## src/rtl/pong_engine.sv

```systemverilog
// pong_engine: frame-stepped Pong game logic driven by an external raster position.
// Optional feature macro PONG_MISS_DETECT_EN enables miss detection, lives and game over.
module pong_engine #(
    parameter int SCREEN_W       = 640,
    parameter int SCREEN_H       = 480,
    parameter int BALL_SIZE      = 16,
    parameter int PADDLE_W       = 112,
    parameter int PADDLE_STEP    = 64,
    parameter int PADDLE_Y       = 432,
    parameter int HITS_PER_LEVEL = 8,
    parameter int SPEED_MAX      = 4,
    parameter int LIVES          = 3
) (
    input  logic       clk,
    input  logic       Reset,
    input  logic       left,
    input  logic       right,
    input  logic       serve,
    input  logic [9:0] CounterX,
    input  logic [8:0] CounterY,
    input  logic       inDisplayArea,
    output logic       vga_R,
    output logic       vga_G,
    output logic       vga_B,
    output logic [7:0] oLed,
    output logic       game_over
);
    typedef enum logic [2:0] {
        IDLE  = 3'd0,
        SERVE = 3'd1,
        PLAY  = 3'd2,
        MISS  = 3'd3,
        OVER  = 3'd4
    } state_t;

    localparam logic [9:0]  BALL_X_MAX  = 10'(SCREEN_W - BALL_SIZE);
    localparam logic [8:0]  BALL_Y_MAX  = 9'(SCREEN_H - BALL_SIZE);
    localparam logic [9:0]  PAD_MAX     = 10'(SCREEN_W - PADDLE_W);
    localparam logic [9:0]  PAD_CTR     = 10'((SCREEN_W - PADDLE_W) / 2);
    localparam logic [9:0]  PAD_STEP    = 10'(PADDLE_STEP);
    localparam logic [10:0] PAD_W       = 11'(PADDLE_W);
    localparam logic [9:0]  PAD_Y0      = 10'(PADDLE_Y);
    localparam logic [9:0]  PAD_Y1      = 10'(PADDLE_Y + 16);
    localparam logic [9:0]  SERVE_X     = 10'((SCREEN_W - BALL_SIZE) / 2);
    localparam logic [8:0]  SERVE_Y     = 9'd64;
    localparam logic [8:0]  TICK_Y      = 9'(SCREEN_H + 20);
    localparam logic [10:0] BORDER_X_HI = 11'(SCREEN_W - 8);
    localparam logic [9:0]  BORDER_Y_HI = 10'(SCREEN_H - 8);
    localparam logic [10:0] BALL_W      = 11'(BALL_SIZE);
    localparam logic [9:0]  BALL_H      = 10'(BALL_SIZE);
    localparam logic [10:0] HALF_W      = 11'(BALL_SIZE / 2);
    localparam logic [9:0]  HALF_H      = 10'(BALL_SIZE / 2);

    state_t      state_r, stateNext_s;
    logic [9:0]  paddleX_r, ballX_r, ballXNext_s;
    logic [8:0]  ballY_r, ballYNext_s;
    logic        dirX_r, dirY_r, dirXNext_s, dirYNext_s;
    logic [3:0]  speed_r;
    logic [7:0]  lives_r, oLedNext_s;
    logic        ignoreTick_r, frameTick_s, tickValid_s, missEvent_s;
    logic        colL_r, colR_r, colT_r, colB_r, hitPaddle_r;
    logic [10:0] px_s, bx_s, sumX_s, padSum_s;
    logic [9:0]  py_s, by_s, sumY_s;
    logic        isBorder_s, isPaddle_s, isBall_s, solid_s;
    logic        atLeft_s, atRight_s, atTop_s, atBot_s;

    function automatic logic [3:0] speedFor(input logic [7:0] hits);
        int lvl;
        lvl = 1 + int'(hits) / HITS_PER_LEVEL;
        if (lvl > SPEED_MAX) begin
            lvl = SPEED_MAX;
        end else begin
            lvl = lvl;
        end
        return 4'(lvl);
    endfunction

    assign frameTick_s = (CounterX == 10'd0) && (CounterY == TICK_Y);
    assign tickValid_s = frameTick_s && !ignoreTick_r;

    assign px_s = {1'b0, CounterX};
    assign py_s = {1'b0, CounterY};
    assign bx_s = {1'b0, ballX_r};
    assign by_s = {1'b0, ballY_r};

    assign isBorder_s = (px_s < 11'd8) || (px_s >= BORDER_X_HI) || (py_s < 10'd8) || (py_s >= BORDER_Y_HI);
    assign isPaddle_s = (px_s >= {1'b0, paddleX_r}) && (px_s < {1'b0, paddleX_r} + PAD_W) &&
                        (py_s >= PAD_Y0) && (py_s < PAD_Y1);
    assign isBall_s   = (px_s >= bx_s) && (px_s < bx_s + BALL_W) && (py_s >= by_s) && (py_s < by_s + BALL_H);
    assign solid_s    = isBorder_s || isPaddle_s;
    assign atLeft_s   = (px_s == bx_s) && (py_s == by_s + HALF_H);
    assign atRight_s  = (px_s == bx_s + BALL_W - 11'd1) && (py_s == by_s + HALF_H);
    assign atTop_s    = (px_s == bx_s + HALF_W) && (py_s == by_s);
    assign atBot_s    = (px_s == bx_s + HALF_W) && (py_s == by_s + BALL_H - 10'd1);

`ifdef PONG_MISS_DETECT_EN
    logic hitFloor_r;

    // Bottom-wall contact of the ball's lower midpoint, latched over one frame
    always_ff @(posedge clk or negedge Reset) begin
        if (!Reset) begin
            hitFloor_r <= 1'b0;
        end else if (frameTick_s) begin
            hitFloor_r <= 1'b0;
        end else if (inDisplayArea) begin
            hitFloor_r <= hitFloor_r | (atBot_s & (py_s >= BORDER_Y_HI));
        end
    end

    assign missEvent_s = (state_r == PLAY) && tickValid_s && hitFloor_r && !hitPaddle_r;
`else
    assign missEvent_s = 1'b0;
`endif

    // Edge-collision flags, accumulated during the raster and cleared each frame
    always_ff @(posedge clk or negedge Reset) begin
        if (!Reset) begin
            colL_r      <= 1'b0;
            colR_r      <= 1'b0;
            colT_r      <= 1'b0;
            colB_r      <= 1'b0;
            hitPaddle_r <= 1'b0;
        end else if (frameTick_s) begin
            colL_r      <= 1'b0;
            colR_r      <= 1'b0;
            colT_r      <= 1'b0;
            colB_r      <= 1'b0;
            hitPaddle_r <= 1'b0;
        end else if (inDisplayArea) begin
            colL_r      <= colL_r | (atLeft_s & solid_s);
            colR_r      <= colR_r | (atRight_s & solid_s);
            colT_r      <= colT_r | (atTop_s & solid_s);
            colB_r      <= colB_r | (atBot_s & solid_s);
            hitPaddle_r <= hitPaddle_r | (atBot_s & isPaddle_s);
        end
    end

    // Game state register
    always_ff @(posedge clk or negedge Reset) begin
        if (!Reset) begin
            state_r <= IDLE;
        end else begin
            state_r <= stateNext_s;
        end
    end

    // Next-state logic; button transitions act immediately, frame transitions on the tick
    always_comb begin
        stateNext_s = state_r;
        case (state_r)
            IDLE:  stateNext_s = SERVE;
            SERVE: stateNext_s = serve ? PLAY : SERVE;
            PLAY:  stateNext_s = missEvent_s ? MISS : PLAY;
            MISS: begin
                if (tickValid_s) begin
                    stateNext_s = (lives_r != 8'd0) ? SERVE : OVER;
                end else begin
                    stateNext_s = MISS;
                end
            end
            OVER:    stateNext_s = serve ? SERVE : OVER;
            default: stateNext_s = IDLE;
        endcase
    end

    // Score, lives, speed, game-over flag and the post-reset tick mask
    always_comb begin
        oLedNext_s = oLed;
        if ((state_r == PLAY) && tickValid_s && hitPaddle_r && (oLed != 8'd255)) begin
            oLedNext_s = oLed + 8'd1;
        end else if ((state_r == OVER) && serve) begin
            oLedNext_s = 8'd0;
        end else begin
            oLedNext_s = oLed;
        end
    end

    always_ff @(posedge clk or negedge Reset) begin
        if (!Reset) begin
            oLed         <= 8'd0;
            lives_r      <= 8'(LIVES);
            speed_r      <= 4'd1;
            game_over    <= 1'b0;
            ignoreTick_r <= 1'b1;
        end else begin
            oLed      <= oLedNext_s;
            game_over <= (stateNext_s == OVER);
            if (frameTick_s) begin
                ignoreTick_r <= 1'b0;
            end
            if (missEvent_s && (lives_r != 8'd0)) begin
                lives_r <= lives_r - 8'd1;
            end else if ((state_r == OVER) && serve) begin
                lives_r <= 8'(LIVES);
            end
            if (state_r == SERVE) begin
                speed_r <= 4'd1;
            end else if ((state_r == PLAY) && tickValid_s) begin
                speed_r <= speedFor(oLedNext_s);
            end
        end
    end

    // Next ball position: single-side contact turns the ball away, two-side contact freezes the axis
    always_comb begin
        dirXNext_s  = dirX_r;
        dirYNext_s  = dirY_r;
        ballXNext_s = ballX_r;
        ballYNext_s = ballY_r;
        sumX_s      = bx_s + {7'd0, speed_r};
        sumY_s      = by_s + {6'd0, speed_r};
        if (colL_r && colR_r) begin
            ballXNext_s = ballX_r;
        end else begin
            if (colL_r) begin
                dirXNext_s = 1'b1;
            end else if (colR_r) begin
                dirXNext_s = 1'b0;
            end else begin
                dirXNext_s = dirX_r;
            end
            if (dirXNext_s) begin
                ballXNext_s = (sumX_s > {1'b0, BALL_X_MAX}) ? BALL_X_MAX : sumX_s[9:0];
            end else begin
                ballXNext_s = (bx_s < {7'd0, speed_r}) ? 10'd0 : ballX_r - {6'd0, speed_r};
            end
        end
        if (colT_r && colB_r) begin
            ballYNext_s = ballY_r;
        end else begin
            if (colT_r) begin
                dirYNext_s = 1'b1;
            end else if (colB_r) begin
                dirYNext_s = 1'b0;
            end else begin
                dirYNext_s = dirY_r;
            end
            if (dirYNext_s) begin
                ballYNext_s = (sumY_s > {1'b0, BALL_Y_MAX}) ? BALL_Y_MAX : sumY_s[8:0];
            end else begin
                ballYNext_s = (by_s < {6'd0, speed_r}) ? 9'd0 : ballY_r - {5'd0, speed_r};
            end
        end
    end

    // Ball register: parked at the serve spot until play starts
    always_ff @(posedge clk or negedge Reset) begin
        if (!Reset) begin
            ballX_r <= SERVE_X;
            ballY_r <= SERVE_Y;
            dirX_r  <= 1'b1;
            dirY_r  <= 1'b1;
        end else if ((state_r == SERVE) || (state_r == IDLE)) begin
            ballX_r <= SERVE_X;
            ballY_r <= SERVE_Y;
            dirX_r  <= 1'b1;
            dirY_r  <= 1'b1;
        end else if ((state_r == PLAY) && tickValid_s) begin
            ballX_r <= ballXNext_s;
            ballY_r <= ballYNext_s;
            dirX_r  <= dirXNext_s;
            dirY_r  <= dirYNext_s;
        end
    end

    assign padSum_s = {1'b0, paddleX_r} + {1'b0, PAD_STEP};

    // Paddle movement with clamping; simultaneous left and right cancel
    always_ff @(posedge clk or negedge Reset) begin
        if (!Reset) begin
            paddleX_r <= PAD_CTR;
        end else if (left && !right) begin
            paddleX_r <= (paddleX_r < PAD_STEP) ? 10'd0 : paddleX_r - PAD_STEP;
        end else if (right && !left) begin
            paddleX_r <= (padSum_s > {1'b0, PAD_MAX}) ? PAD_MAX : padSum_s[9:0];
        end
    end

    // Registered pixel colour: border white, ball yellow, paddle blue
    always_ff @(posedge clk or negedge Reset) begin
        if (!Reset) begin
            vga_R <= 1'b0;
            vga_G <= 1'b0;
            vga_B <= 1'b0;
        end else begin
            vga_R <= inDisplayArea & (isBorder_s | isBall_s);
            vga_G <= inDisplayArea & (isBorder_s | isBall_s);
            vga_B <= inDisplayArea & (isBorder_s | isPaddle_s);
        end
    end
endmodule

```

## config.mk

```make
export PLATFORM = sky130hd
export DESIGN_NAME = pong_engine
export DESIGN_NICKNAME = d
export VERILOG_FILES = /design/src/rtl/pong_engine.sv
export SDC_FILE = /design/constraint.sdc
export NUM_CORES = 1
export LEC_CHECK = 0
export BUFFER_PORTS_ARGS = -buffer_cell sky130_fd_sc_hd__buf_2
export CAP_MARGIN = 20
export CORE_MARGIN = 2
export CORE_UTILIZATION = 50
export CTS_BUF_LIST = sky130_fd_sc_hd__clkbuf_8
export CTS_CLUSTER_SIZE = 28
export DETAILED_ROUTE_END_ITERATION = 6
export GPL_ROUTABILITY_DRIVEN = 0
export PLACE_DENSITY = 0.68
export SLEW_MARGIN = 5
export SYNTH_ARGS = -nofsm -noshare
export SYNTH_HDL_FRONTEND = slang
export SYNTH_SLANG_ARGS = --single-unit
export TNS_END_PERCENT = 30
```

## constraint.sdc

```tcl
create_clock -name clk -period 6.7 [get_ports clk]
set_clock_uncertainty 0.05 [all_clocks]
set_input_delay 1.34 -clock clk [delete_from_list [all_inputs] [get_ports clk]]
set_output_delay 1.34 -clock clk [all_outputs]
set_load 0.01 [all_outputs]
```

==> results.md <==
- CTS root buf: clkbuf_8
- Footprint of the multi-input gates: 4540 um^2
- FF-to-FF setup slack: 3.16 ns
- Filler Cell Count: around 1200
- Cells on Worst Hold Path: 2
- FMAX: about 240 MHz
- Post-route ant nets: 0
- Setup crit start kind: primary input
- DR DRC count: 0
- Clk sink count: 51
- Die width: between 100 and 150 um
- Routed WL per cell: 18.5 um
- Number of synthesized flops with an enable pin: 0
- Worst-path clk slew: approximately 0.11 ns
- Final Util: 54.3%
- Worst vdd ir: 0.0773 mV
- CTS tree: done
- Sw frac: 34.7%
- Final Cycle Share: between 60% and 70%
- Skew-Pair Late Insertion Delay: 0.33 ns
- Largest net degree at the start of global routing: 52
- Number of library cell types mapped by synthesis: 74
- Max cap viols: 0
- Slew headroom: around 52%
- Post-cts resize count: 0
- Slew @ Worst Pin: 0.722 ns
- Cts hold-fix bufs: 0
- Longest Clk Path Bufs: 2
- Final antenna diode count: 0
- Vias: 5809
- Most frequent cells in the layout: ha_1 (80), nand2_1 (64), o21ai_0 (55)
- Non-Filler Instances: 923
- Internal power consumption: 0.602 mW
- Min Tclk post-route: approximately 4.2 ns
- 1st-iter DRT viols: 587
- Die area: 13200 um^2
- Total grt overflow: 0
- Ys Warns: 0
- Share of power burned in registers: approximately 39%
- Part of the power in combinational logic: about a third
- Fin Hold WS: 0.433 ns
- Area Growth Syn to Fin: 6.28%
- WL final: 17100 um
- Ports: 37
- Hold WC Path Type: flop to flop
- Clock power share: roughly 28%
- RSZ-0062 raised after global routing: no
- Asr flop ratio synth: 100%
- # setup viols final: 0
- Number of CTS-inserted buffers: 5
- Layout cells sized above 1: a little under a tenth
- Site row count: 40
- Mapped Cells: 755
- Die Y: 115 um
- TNS Setup: 0 ns
- Max FO, Critical Path: 13
- H-tree levels: 2
- Leading cell type in the layout, fill and taps excluded: ha_1
- Total nets after synthesis: 864
- Pwr dens: 142 nW/um^2
- Post-synthesis sequential area ratio: 21.0%
- Synthesized flop and latch total: between 50 and 60
- Avg Inst Size Synth: 8.13 um^2
- Number of I/O port buffers: 36
- Vias in the first global route: 5528
- Status: completed
- TritonRoute pass-1 iters: 7
- Cell Area, Synth: around 6100 um^2
- R2R depth: 11
- Crit Path Class: primary input to flop
- Setup bufs post-CTS: 0
- Nets: ~880
- P_sw: between 0.3 and 0.4 mW
- Initial core utilization: 51.1%
- Crit. End Element: flop
- DPL Wire Length: 13500 um
- First-pass GRT wire length: roughly 28000 um
- Final max-slew violation count: 0
- LEAKAGE: 2.85 nW
- Main synth FF type: dfrtp_1
- Placeable Area: 12000 um^2
- Antenna violations before repair: 0
- Gr usage total: 26.7%
- Final hold vios: 0
- Via-per-instance ratio: 6.29
- Dpl cells: 915
- Worst EP arrival: 4.40 ns
- Required time of the critical path: 6.92 ns
- Sequential cell area: 1290 um^2
==> cells by family (layout without fill, tap and decap cells) <==
| logic type | after synthesis | after routing | synth area share, % |
|---|---|---|---|
| simple gates | 251 | 251 | 22.2 |
| compound gates | 219 | 219 | 23.1 |
| fa+ha+maj | 84 | 84 | 17.6 |
| buf+inv | 74 | 95 | 5.00 |
| xor+xnor | 69 | 69 | 9.85 |
| flops | 51 | 51 | 21.0 |
| mux | 7 | 7 | 1.16 |
==> worst max-delay path, stage by stage <==
cell	delay, ns
buf_2	0.14
nor4b_2	0.45
and3_1	0.32
nand4_2	0.33
and2_1	0.33
o21ai_0	0.16
o31ai_1	0.14
ha_1	0.27
nand2b_1	0.15
or4_1	0.40
nand4_1	0.13
nand3_1	0.09
a21boi_1	0.14
==> layout make-up <==
type / instances / area share [%]
multi-input combinational: 630 / 69.6
inverter: 50 / 2.88
sequential: 51 / 19.8
timing repair buffer: 37 / 2.88
clock buffer: 5 / 1.06
tap: 147 / 2.82
clock inverter: 3 / 0.979
==> state kept, by name, summed over array words and instances, names as in the netlist <==
| register | cells |
|---|---|
| ballX_r | 10 |
| ballY_r | 9 |
| oLed | 8 |
| paddleX_r | 6 |
| speed_r | 4 |
| state_r | 3 |
| colB_r | 1 |
| colL_r | 1 |
| colR_r | 1 |
| colT_r | 1 |
| dirX_r | 1 |
| dirY_r | 1 |
| game_over | 1 |
| hitPaddle_r | 1 |
| ignoreTick_r | 1 |
| vga_B | 1 |
| vga_G | 1 |
==> stage by stage <==
stage | setup slack (ns) | power [mW] | instance area (um^2)
4_1_cts | 2.55 | 0.924 | 6520
3_5_place_dp | 2.20 | 0.658 | 6390
3_3_place_gp | 2.33 | 0.648 | 6390
6_report | 2.52 | 0.923 | 6520
2_1_floorplan | 2.74 | 0.574 | 6130
5_1_grt | 2.37 | 0.987 | 6520
==> synth_stat cells, types with 8 or more instances <==
cell type | n | area (um^2)
a21o_1 | 10 | 75.1
inv_1 | 49 | 184
clkbuf_1 | 11 | 41.3
nand3_1 | 27 | 135
nor2b_1 | 12 | 75.1
buf_2 | 8 | 40.0
o211ai_1 | 12 | 90.1
and2_1 | 9 | 56.3
dfstp_2 | 11 | 289
dfrtp_1 | 40 | 1000
nand4_1 | 13 | 81.3
o21ai_0 | 55 | 275
xor2_1 | 17 | 149
a31oi_1 | 13 | 81.3
a21oi_1 | 49 | 245
o21a_1 | 9 | 67.6
nor3_1 | 22 | 110
xnor2_1 | 52 | 455
ha_1 | 80 | 1000
nor2_1 | 39 | 146
nand2b_1 | 15 | 93.8
o22ai_1 | 8 | 50.1
nand2_1 | 64 | 240
a211oi_1 | 9 | 67.6
==> power by group through the flow <==
| stage | Clock (mW) | Combinational (mW) | Sequential, mW |
|---|---|---|---|
| after CTS | 0.269 | 0.293 | 0.362 |
| after global placement | 0 | 0.281 | 0.367 |
| after detailed placement | 0 | 0.291 | 0.367 |
| after floorplan | 0 | 0.228 | 0.346 |
| final | 0.263 | 0.297 | 0.363 |
| after global routing | 0.283 | 0.337 | 0.367 |
==> per-layer routing <==
layer	vias to the layer above	wire [um]	track usage, %	part of all wire (%)
li1	2798	-	-	-
met1	2728	7840	37.1	46
met4	0	496	9.72	2.9
met5	-	0	0	0
met2	247	7810	42.6	46
met3	36	957	3.53	5.6
==> final timing paths <==
| check | start | end |
|---|---|---|
| max | CounterY[3] | speed_r[1]$_DFFE_PN0P_ |
| min | paddleX_r[3]$_DFFE_PN1P_ | paddleX_r[3]$_DFFE_PN1P_ |
| max reg2reg | ballX_r[4]$_DFFE_PN1P_ | vga_G$_DFF_PN0_ |
| min reg2reg | paddleX_r[3]$_DFFE_PN1P_ | paddleX_r[3]$_DFFE_PN1P_ |
| max in group asynchronous | Reset | ballX_r[9]$_DFFE_PN0P_ |
| min in group asynchronous | Reset | ballY_r[0]$_DFFE_PN0P_ |
No activity file was read; power rests on OpenSTA's default activity.
